## config.mk

```make
export PLATFORM = sky130hd
export DESIGN_NAME = load_store_unit
export DESIGN_NICKNAME = d
export VERILOG_FILES = /design/src/rtl/lsu_pkg.sv /design/src/rtl/lsu_lane_align.sv /design/src/rtl/load_store_unit.sv
export SDC_FILE = /design/constraint.sdc
export NUM_CORES = 1
export LEC_CHECK = 0
export ABC_AREA = 1
export ABC_CLOCK_PERIOD_IN_PS = 2300
export CAP_MARGIN = 20
export CORE_MARGIN = 2
export CORE_UTILIZATION = 54
export CTS_BUF_LIST = sky130_fd_sc_hd__clkbuf_8
export DETAILED_ROUTE_END_ITERATION = 10
export HOLD_SLACK_MARGIN = 0.06
export PLACE_DENSITY = 0.84
export SYNTH_ARGS = -nofsm -noshare
export SYNTH_HDL_FRONTEND = slang
export SYNTH_SLANG_ARGS = --single-unit
```

## constraint.sdc

```tcl
create_clock -name clk -period 2.3 [get_ports clk]
set_clock_uncertainty 0.1 [all_clocks]
set_input_delay 0.345 -clock clk [delete_from_list [all_inputs] [get_ports clk]]
set_output_delay 0.345 -clock clk [all_outputs]
set_load 0.03 [all_outputs]
```

## src/rtl/lsu_pkg.sv

```systemverilog
// lsu_pkg: shared definitions for the load/store unit.
//   - request size encodings (SZ_WORD / SZ_HALF / SZ_BYTE; 2'b11 behaves as byte)
//   - FSM state enum
//   - needs_split(): does an access straddle a 32-bit word boundary
//   - size_mask():   LSB-aligned lane mask for an access size
package lsu_pkg;

    localparam logic [1:0] SZ_WORD = 2'b00;
    localparam logic [1:0] SZ_HALF = 2'b01;
    localparam logic [1:0] SZ_BYTE = 2'b10;

    typedef enum logic [2:0] {
        ST_IDLE  = 3'd0,
        ST_REQ0  = 3'd1,
        ST_WAIT0 = 3'd2,
        ST_REQ1  = 3'd3,
        ST_WAIT1 = 3'd4,
        ST_DONE  = 3'd5
    } lsu_state_e;

    // A word splits at any non-zero offset, a half only at offset 3.
    function automatic logic needs_split(input logic [1:0] size, input logic [1:0] off);
        logic split;
        case (size)
            SZ_WORD: split = (off != 2'b00);
            SZ_HALF: split = (off == 2'b11);
            default: split = 1'b0;
        endcase
        return split;
    endfunction

    function automatic logic [3:0] size_mask(input logic [1:0] size);
        logic [3:0] mask;
        case (size)
            SZ_WORD: mask = 4'b1111;
            SZ_HALF: mask = 4'b0011;
            default: mask = 4'b0001;
        endcase
        return mask;
    endfunction

endpackage

```

## src/rtl/lsu_lane_align.sv

```systemverilog
// lsu_lane_align: purely combinational lane steering for the LSU.
// Store side (driven from the incoming request):
//   st_size, st_off, st_wdata  -> be0/wd0 for the first word, be1/wd1 for the
//                                 second word of a split access
// Load side (driven from the registered request and the read words):
//   ld_size, ld_off, ld_sign, ld_lo, ld_hi -> ld_data, LSB-aligned and extended
module lsu_lane_align
    import lsu_pkg::*;
(
    input  logic [1:0]  st_size,
    input  logic [1:0]  st_off,
    input  logic [31:0] st_wdata,
    output logic [3:0]  be0,
    output logic [3:0]  be1,
    output logic [31:0] wd0,
    output logic [31:0] wd1,
    input  logic [1:0]  ld_size,
    input  logic [1:0]  ld_off,
    input  logic        ld_sign,
    input  logic [31:0] ld_lo,
    input  logic [31:0] ld_hi,
    output logic [31:0] ld_data
);

    logic [7:0]  lanes_s;
    logic [63:0] wide_s;
    logic [31:0] raw_s;

    // Store lanes: shift the mask/data across a two-word window; the upper
    // half of the window is whatever spills into the following word.
    always_comb begin
        lanes_s = {4'h0, size_mask(st_size)} << st_off;
        wide_s  = {32'h0, st_wdata} << {st_off, 3'b000};
        be0     = lanes_s[3:0];
        be1     = lanes_s[7:4];
        wd0     = wide_s[31:0];
        wd1     = wide_s[63:32];
    end

    // Load extract: ld_hi holds the second word of a split (zero otherwise).
    always_comb begin
        raw_s = 32'({ld_hi, ld_lo} >> {ld_off, 3'b000});
        case (ld_size)
            SZ_WORD: ld_data = raw_s;
            SZ_HALF: ld_data = {{16{ld_sign & raw_s[15]}}, raw_s[15:0]};
            default: ld_data = {{24{ld_sign & raw_s[7]}}, raw_s[7:0]};
        endcase
    end

endmodule

```

## src/rtl/load_store_unit.sv

```systemverilog
// load_store_unit: CPU-side initiator for the byte-addressed data memory.
// Accepts one load/store at a time (req_valid/req_ready), issues word-aligned
// byte-enabled transactions (mem_req/mem_gnt, mem_rvalid), splits accesses
// that cross a word boundary into two transactions and returns extended load
// data with a one-cycle resp_valid pulse.
// Ports: clk, rst_n (async active-low); request req_*; response resp_*;
//        memory side mem_* (mem_addr is ADDR_W bits, always word aligned).
// Build option: LSU_MISALIGN_TRAP_EN - split-class requests are not issued
// to memory and complete next cycle with resp_err=1 and resp_rdata=0.
module load_store_unit
    import lsu_pkg::*;
#(
    parameter int ADDR_W = 17
) (
    input  logic              clk,
    input  logic              rst_n,
    input  logic              req_valid,
    output logic              req_ready,
    input  logic              req_we,
    input  logic [1:0]        req_size,
    input  logic              req_sign,
    input  logic [31:0]       req_addr,
    input  logic [31:0]       req_wdata,
    output logic              resp_valid,
    output logic [31:0]       resp_rdata,
    output logic              resp_err,
    output logic              mem_req,
    input  logic              mem_gnt,
    output logic              mem_we,
    output logic [ADDR_W-1:0] mem_addr,
    output logic [3:0]        mem_be,
    output logic [31:0]       mem_wdata,
    input  logic              mem_rvalid,
    input  logic [31:0]       mem_rdata
);

    lsu_state_e        state_r;
    logic              we_r;
    logic [1:0]        size_r;
    logic              sign_r;
    logic [1:0]        off_r;
    logic              split_r;
    logic [ADDR_W-1:0] addr1_r;
    logic [3:0]        be1_r;
    logic [31:0]       wd1_r;
    logic [31:0]       lo_r;

    logic              accept_s;
    logic              split_in_s;
    logic [ADDR_W-1:0] addr0_s;
    logic [ADDR_W-1:0] addr1_s;
    logic [3:0]        be0_s;
    logic [3:0]        be1_s;
    logic [31:0]       wd0_s;
    logic [31:0]       wd1_s;
    logic [31:0]       ld_lo_s;
    logic [31:0]       ld_hi_s;
    logic [31:0]       ld_data_s;
    logic              unused_addr_s;

    assign accept_s      = req_valid && req_ready;
    assign split_in_s    = needs_split(req_size, req_addr[1:0]);
    assign addr0_s       = {req_addr[ADDR_W-1:2], 2'b00};
    assign addr1_s       = addr0_s + ADDR_W'(3'd4);  // wraps at the top of memory
    assign unused_addr_s = ^req_addr[31:ADDR_W];

    lsu_lane_align u_align (
        .st_size  (req_size),
        .st_off   (req_addr[1:0]),
        .st_wdata (req_wdata),
        .be0      (be0_s),
        .be1      (be1_s),
        .wd0      (wd0_s),
        .wd1      (wd1_s),
        .ld_size  (size_r),
        .ld_off   (off_r),
        .ld_sign  (sign_r),
        .ld_lo    (ld_lo_s),
        .ld_hi    (ld_hi_s),
        .ld_data  (ld_data_s)
    );

    // Extraction window: in WAIT1 merge the saved first word with the second.
    always_comb begin
        ld_lo_s = mem_rdata;
        ld_hi_s = 32'h0;
        if (state_r == ST_WAIT1) begin
            ld_lo_s = lo_r;
            ld_hi_s = mem_rdata;
        end else begin
            ld_lo_s = mem_rdata;
            ld_hi_s = 32'h0;
        end
    end

    // Access sequencer with registered request/response and memory outputs.
    always_ff @(posedge clk or negedge rst_n) begin
        if (!rst_n) begin
            state_r    <= ST_IDLE;
            we_r       <= 1'b0;
            size_r     <= 2'b00;
            sign_r     <= 1'b0;
            off_r      <= 2'b00;
            split_r    <= 1'b0;
            addr1_r    <= '0;
            be1_r      <= 4'h0;
            wd1_r      <= 32'h0;
            lo_r       <= 32'h0;
            req_ready  <= 1'b1;
            resp_valid <= 1'b0;
            resp_rdata <= 32'h0;
            resp_err   <= 1'b0;
            mem_req    <= 1'b0;
            mem_we     <= 1'b0;
            mem_addr   <= '0;
            mem_be     <= 4'h0;
            mem_wdata  <= 32'h0;
        end else begin
            case (state_r)
                ST_IDLE: begin
                    if (accept_s) begin
                        we_r      <= req_we;
                        size_r    <= req_size;
                        sign_r    <= req_sign;
                        off_r     <= req_addr[1:0];
                        split_r   <= split_in_s;
                        addr1_r   <= addr1_s;
                        be1_r     <= be1_s;
                        wd1_r     <= req_we ? wd1_s : 32'h0;
                        req_ready <= 1'b0;
`ifdef LSU_MISALIGN_TRAP_EN
                        if (split_in_s) begin
                            state_r    <= ST_DONE;
                            resp_valid <= 1'b1;
                            resp_err   <= 1'b1;
                            resp_rdata <= 32'h0;
                        end else begin
`else
                        begin
`endif
                            state_r   <= ST_REQ0;
                            mem_req   <= 1'b1;
                            mem_we    <= req_we;
                            mem_addr  <= addr0_s;
                            mem_be    <= be0_s;
                            mem_wdata <= req_we ? wd0_s : 32'h0;
                        end
                    end
                end
                ST_REQ0: begin
                    if (mem_gnt) begin
                        if (!we_r) begin
                            state_r <= ST_WAIT0;
                            mem_req <= 1'b0;
                            mem_be  <= 4'h0;
                        end else if (split_r) begin
                            state_r   <= ST_REQ1;
                            mem_addr  <= addr1_r;
                            mem_be    <= be1_r;
                            mem_wdata <= wd1_r;
                        end else begin
                            state_r    <= ST_DONE;
                            mem_req    <= 1'b0;
                            mem_we     <= 1'b0;
                            mem_be     <= 4'h0;
                            resp_valid <= 1'b1;
                            resp_rdata <= 32'h0;
                        end
                    end
                end
                ST_WAIT0: begin
                    if (mem_rvalid) begin
                        lo_r <= mem_rdata;
                        if (split_r) begin
                            state_r   <= ST_REQ1;
                            mem_req   <= 1'b1;
                            mem_we    <= 1'b0;
                            mem_addr  <= addr1_r;
                            mem_be    <= be1_r;
                            mem_wdata <= 32'h0;
                        end else begin
                            state_r    <= ST_DONE;
                            resp_valid <= 1'b1;
                            resp_rdata <= ld_data_s;
                        end
                    end
                end
                ST_REQ1: begin
                    if (mem_gnt) begin
                        mem_req <= 1'b0;
                        mem_be  <= 4'h0;
                        if (!we_r) begin
                            state_r <= ST_WAIT1;
                        end else begin
                            state_r    <= ST_DONE;
                            mem_we     <= 1'b0;
                            resp_valid <= 1'b1;
                            resp_rdata <= 32'h0;
                        end
                    end
                end
                ST_WAIT1: begin
                    if (mem_rvalid) begin
                        state_r    <= ST_DONE;
                        resp_valid <= 1'b1;
                        resp_rdata <= ld_data_s;
                    end
                end
                ST_DONE: begin
                    state_r    <= ST_IDLE;
                    resp_valid <= 1'b0;
                    resp_err   <= 1'b0;
                    req_ready  <= 1'b1;
                end
                default: begin
                    state_r    <= ST_IDLE;
                    resp_valid <= 1'b0;
                    resp_err   <= 1'b0;
                    req_ready  <= 1'b1;
                    mem_req    <= 1'b0;
                    mem_we     <= 1'b0;
                    mem_be     <= 4'h0;
                end
            endcase
        end
    end

endmodule

```

After elaboration in Yosys (flattened, before gate mapping)
Cells that the tools add are included.
Cells by class
  bitwise logic cells: 5
  divide/modulo/power cells: 0
  shift-type cells: 3
  reduce and logical (&&, ||, !) cells: 20
  magnitude comparators: 0
  mux-type cells: 72
  equality and inequality tests: 20
  $mul: 0
  $add $sub $neg: 1
Operators with widths (number)
  $mux 32: 18
  $pmux 32 s4: 1
  $pmux 32 s3: 1
  $mux 17: 5
  $pmux 32 s2: 1
  $shl 32x5->64: 1
  $shr 64x5->32: 1
  $pmux 17 s3: 1
  $mux 4: 7
  $mux 1: 23
  $ne 2x2->1 const B: 11
  $mux 3: 7
  $reduce_and 7->1: 3
  $pmux 4 s5: 1
  $reduce_and 9->1: 2
  $add 17x3->17 const B: 1
  $pmux 1 s5: 3
  $pmux 3 s5: 1
  $reduce_and 5->1: 2
  $pmux 4 s2: 1
  $shl 4x2->8: 1
  $eq 3x2->1 const B: 2
  $eq 3x3->1 const B: 2
  $reduce_and 2->1: 3
  16 further kinds: 22
Storage, ports and cells
  output and inout port bits: 90
  memories: 0
  memory bits (writable): 0
  memory bits (read-only): 0
  latch bits: 0
  logic and storage cells: 139
  bits in registers: 184
  input bits: 105

Logic depth before layout (Yosys ltp)
  depth in word-level cells: 8
  mapped depth: 12
  mapped depth without buffers: 10

Modules after synthesis
Synthesis repeated with hierarchy kept, for this count alone.
Unflattened totals
  cell total of the unflattened synthesis: 1681
  area, all modules: 11154.4 µm²
By module, submodules not included
  load_store_unit: area an instance 9110.0 µm², cells an instance 1269, seq. area each 4505.6 µm², instances 1
  lsu_lane_align: area an instance 2044.5 µm², cells an instance 412, seq. area each 0.0 µm², instances 1

Least setup slack after synthesis
Ideal clock, no wire load.
  path type: flip-flop to flip-flop
  from: register state_r[0]
  to: register mem_wdata[25]
  cell stages (with the launch flop): 11
  setup time: 121 ps
  slack: 476 ps
  clock period less this slack: 1824 ps
  data required time: 2079 ps
  arrival: 1603 ps
  path buffers: 2
  cells stage by stage: dfrtp_1 -> inv_1 -> nand2_1 -> nor2_2 -> nand2_1 -> nand2_1 -> nor2_2 -> buf_2 -> buf_2 -> nand3_1 -> nand2_1
On the way
  word-level cells in the longest chain between the ends: 3
  elaborated cells between the ends (all ways): 12
  those cells by class: eq/ne (8); mux (1); reduce/logical (3)
RTL lines
  start: declaration: RTL line load_store_unit.sv:37  | lsu_state_e state_r;
  start signal: assignment: RTL line load_store_unit.sv:99  | state_r <= ST_IDLE;
  start signal: assignment: RTL line load_store_unit.sv:141  | state_r <= ST_REQ0;
  start signal: assignment: RTL line load_store_unit.sv:153  | state_r <= ST_WAIT0;
  $eq 3x1->1, or another cell as far along: RTL line load_store_unit.sv:119  | case (state_r)
  $ne 2x2->1 (no source line) or $reduce_bool 3->1 (tied branches)
  $reduce_and 7->1 (no source line)
  end signal: assignment: RTL line load_store_unit.sv:146  | mem_wdata <= req_we ? wd0_s : 32'h0;
  end signal: assignment: RTL line load_store_unit.sv:160  | mem_wdata <= wd1_r;
  end: declaration: RTL line load_store_unit.sv:32  | output logic [31:0] mem_wdata,
Parallel ways exist; a longest one is shown, timed or not.
A chain may end at the register's enable or synchronous reset.

Worst setup path after layout
  from: register state_r[2]
  to: register mem_wdata[11]
The elaborated chain is that of the path after synthesis.

==> flow_summary.ini <==
[synthesis]
synth-seq-area-share_pct = 45.1
postSynthCellCount = 1312
synthTopCellsByCount = 377 x nand2_1, 170 x dfrtp_1, 152 x nand3_1
async_reset_ff_share_pct = 100
synth_most_common_cell = nand2_1
synth_area_leaders = dfrtp_1 45%, nand2_1 15%, nand3_1 8.0%
synth_top_area_share_pct = 44.9
synth_enable_flop_cells = 0
synth_warnings = 0
ys.flop_type = dfrtp_1
syn_area_per_cell_um2 = 7.23
syn_area_um2 = 9480
synthDistinctLibCells = 34
synth-seq-cells = 171
synth_largest_area_cell = dfrtp_1

[global_routing]
met3_usage_pct = 4.81
first_global_vias = 9000
overflow = 0
grt_max_degree = 65
grt_pass1_wl_um = 44600
antenna_found_initial = 0
grt-busiest-layer = met2
grt.met2_usage_pct = 45.9
grt_use_met1_pct = 43.4
grtUsageTotal_pct = 30.5

[floorplanning]
io-pin-count = 195
die_area_um2 = 18600
core_um2 = 17200
die_h_um = 137
start_util_pct = 55.0
rows = 48
die_w_um = 137

[critical_path]
critPathRequiredTime_ns = 2.56
cp-end-kind = flip-flop
worst-setup-path-type = flip-flop to flip-flop
cp-start-kind = flip-flop
cp_max_fo = 10
worst_path_largest_cell_delay_ns = 0.49
crit_slowest_cell = dfrtp_1
crit_chain = nor2_4, nand2_2, nand2_1, buf_4, nor2_4, nand2_2, clkinvlp_4, a22oi_1, a21oi_1
arrival_ns = 2.45

[place]
dp_hpwl_um = 19700
dpl_cell_area_um2 = 11600
gp_routability_congestion = 0.931
port_buffers = 176

[routing]
postRouteAntennaNets = 0
drt_iter0_drc = 985
drc_errors = 0
wl_per_cell_um = 16.2
viasPerCell = 5.65
drt_wl_total_um = 27600
vias = 9634
first_pass_iters = 6

[power_and_ir_drop]
clkPwrFrac_pct = 13.8
swShare_pct = 47.1
power_leakage_uw = 0.00571
p_switching_uw = 7920
intPower_uw = 8910
pwr-share-seq_pct = 30.7
powerDensity_nw_per_um2 = 1400
finalPower_uw = 16800
comb_power_share_pct = 55.5
ir_worst_vdd_v = 0.000932

[sta]
slew_violations = 0
rsz0062_at_grt = no
period_share_pct = 95.2
setup_violations = 0
relSlewSlack_pct = 64.7
final_hold_viol_count = 0
fmax_ghz = 0.457
min_period_ns = 2.19
worstMarginPinSlew_ns = 0.529

[layout]
diodes = 0
design_area_um2 = 12100
drive_gt1_share_pct = 6.14
area_growth_syn_to_layout_pct = 27.3
nNetsFinal = 1574

[cts]
clock_latency_ns = 0.47
cts_made_buffers = 17
cts.path.max_buffers = 2
cts-root-buf = clkbuf_8
cts_tree = yes
cts.htree.levels = 4
clock-sinks = 171
postCtsSetupBuffers = 0
path_clk_slew_ns = 0.10

[status]
outcome = complete, no violations

[flow_run]
max-cap-violations = 0

[min_path]
hold_path_class = input port to flip-flop
## repair_timing
| item | CTS | global route |
|---|---|---|
| endpoints found under the setup margin | 0 | 6 |
| gates resized for setup | 0 | 2 |
| hold endpoints to repair | 41 | 0 |
| hold buffers | 1 | 0 |
## per-stage QoR
stage                     std cells  util, %  setup TNS, ns  setup slack, ns  hold WS [ns]
after floorplan                1314        -              0            0.476       -0.0506
after global placement         1673     67.4              0           0.0358         0.193
after detailed placement       1673     67.4        -0.0191          -0.0191         0.193
after CTS                      1706     70.0              0            0.142         0.150
after global routing           1706     70.0              0           0.0117         0.163
final                          1706     70.0              0            0.111         0.169
## final cells by class
cell class                      count  area (µm²)
Multi-Input combinational cell    957        4480
Inverter                          102         387
Fill cell                        1410        5170
Sequential cell                   171        4280
Clock inverter                     14         185
Timing Repair Buffer              219        2210
Tap cell                          225         282
Clock buffer                       18         248
## logic make-up (layout without fill, tap and decap cells)
kind of cell / Yosys count / count (layout) / share of synthesized area [%]
buffers and inverters: 186 / 353 / 7.88
DFF: 171 / 171 / 45.1
other: 1 / 3 / 0.0395
AOI/OAI and AO/OA: 284 / 284 / 16.5
xor gates and xnor gates: 8 / 8 / 0.739
muxes: 11 / 11 / 1.16
and+or+nand+nor: 650 / 650 / 28.5
adders and majority gates: 1 / 1 / 0.132
## final timing paths
kind / slack (ns) / startpoint / endpoint / depth (start not counted)
worst max register to register: 0.11 / state_r[2] / mem_wdata[11] / 9
worst min register to register: 0.39 / addr1_r[13] / addr1_r[13] / 2
min in group asynchronous: 0.25 / rst_n / lo_r[29] / 2
worst max-delay path: 0.11 / state_r[2] / mem_wdata[11] / 9
worst min-delay path: 0.17 / req_addr[0] / wd1_r[16] / 3
max in group asynchronous: 1.15 / rst_n / req_ready / 3
## worst max-delay path, delay by kind of cell (launching register included)
| family | cells | cell delay [ns] |
|---|---|---|
| AOI/OAI and AO/OA | 2 | 0.40 |
| DFF | 1 | 0.49 |
| and+or+nand+nor | 5 | 0.68 |
| buffers and inverters | 2 | 0.42 |
## cell usage in the layout (no fill, tap or decap), types with 3 or more instances in the layout
cell type,n
nand2_1,376
clkdlybuf4s50_1,174
dfrtp_1,170
nand3_1,152
o21ai_0,135
nor2_1,103
inv_1,98
a21oi_1,94
buf_4,32
o21a_1,19
clkbuf_8,18
o211ai_1,15
mux2i_1,11
buf_12,10
o31ai_1,8
xor2_1,7
a22oi_1,7
nor2_4,5
nor3_1,5
clkinv_4,4
nand2_2,3
a31oi_1,3
nand4_1,3
clkinvlp_4,3
conb_1,3
bufinv_16,3
## registers in the layout, summed over array words and instances (netlist names), 2 cells and up
register and cells:
addr1_r 15, be1_r 3, lo_r 32, mem_addr 15, mem_be 4, mem_wdata 32, off_r 2, resp_rdata 32
size_r 2, state_r 3, wd1_r 24
## metal layers
layer / vias to the layer above / part of all wire [%]
met1: 4476 / 43
met2: 494 / 45
li1: 4598 / -
met5: - / 0
met4: 0 / 3.8
met3: 66 / 8.2
## power by group through the flow
stage | Combinational (µW) | Clock [µW] | Sequential (µW)
after floorplan | 4760 | 0 | 6280
after global placement | 9020 | 0 | 5170
after detailed placement | 9230 | 0 | 5190
after CTS | 9260 | 2340 | 5160
after global routing | 10200 | 2490 | 5310
final | 9340 | 2320 | 5180
No activity file was read; power rests on OpenSTA's default activity.
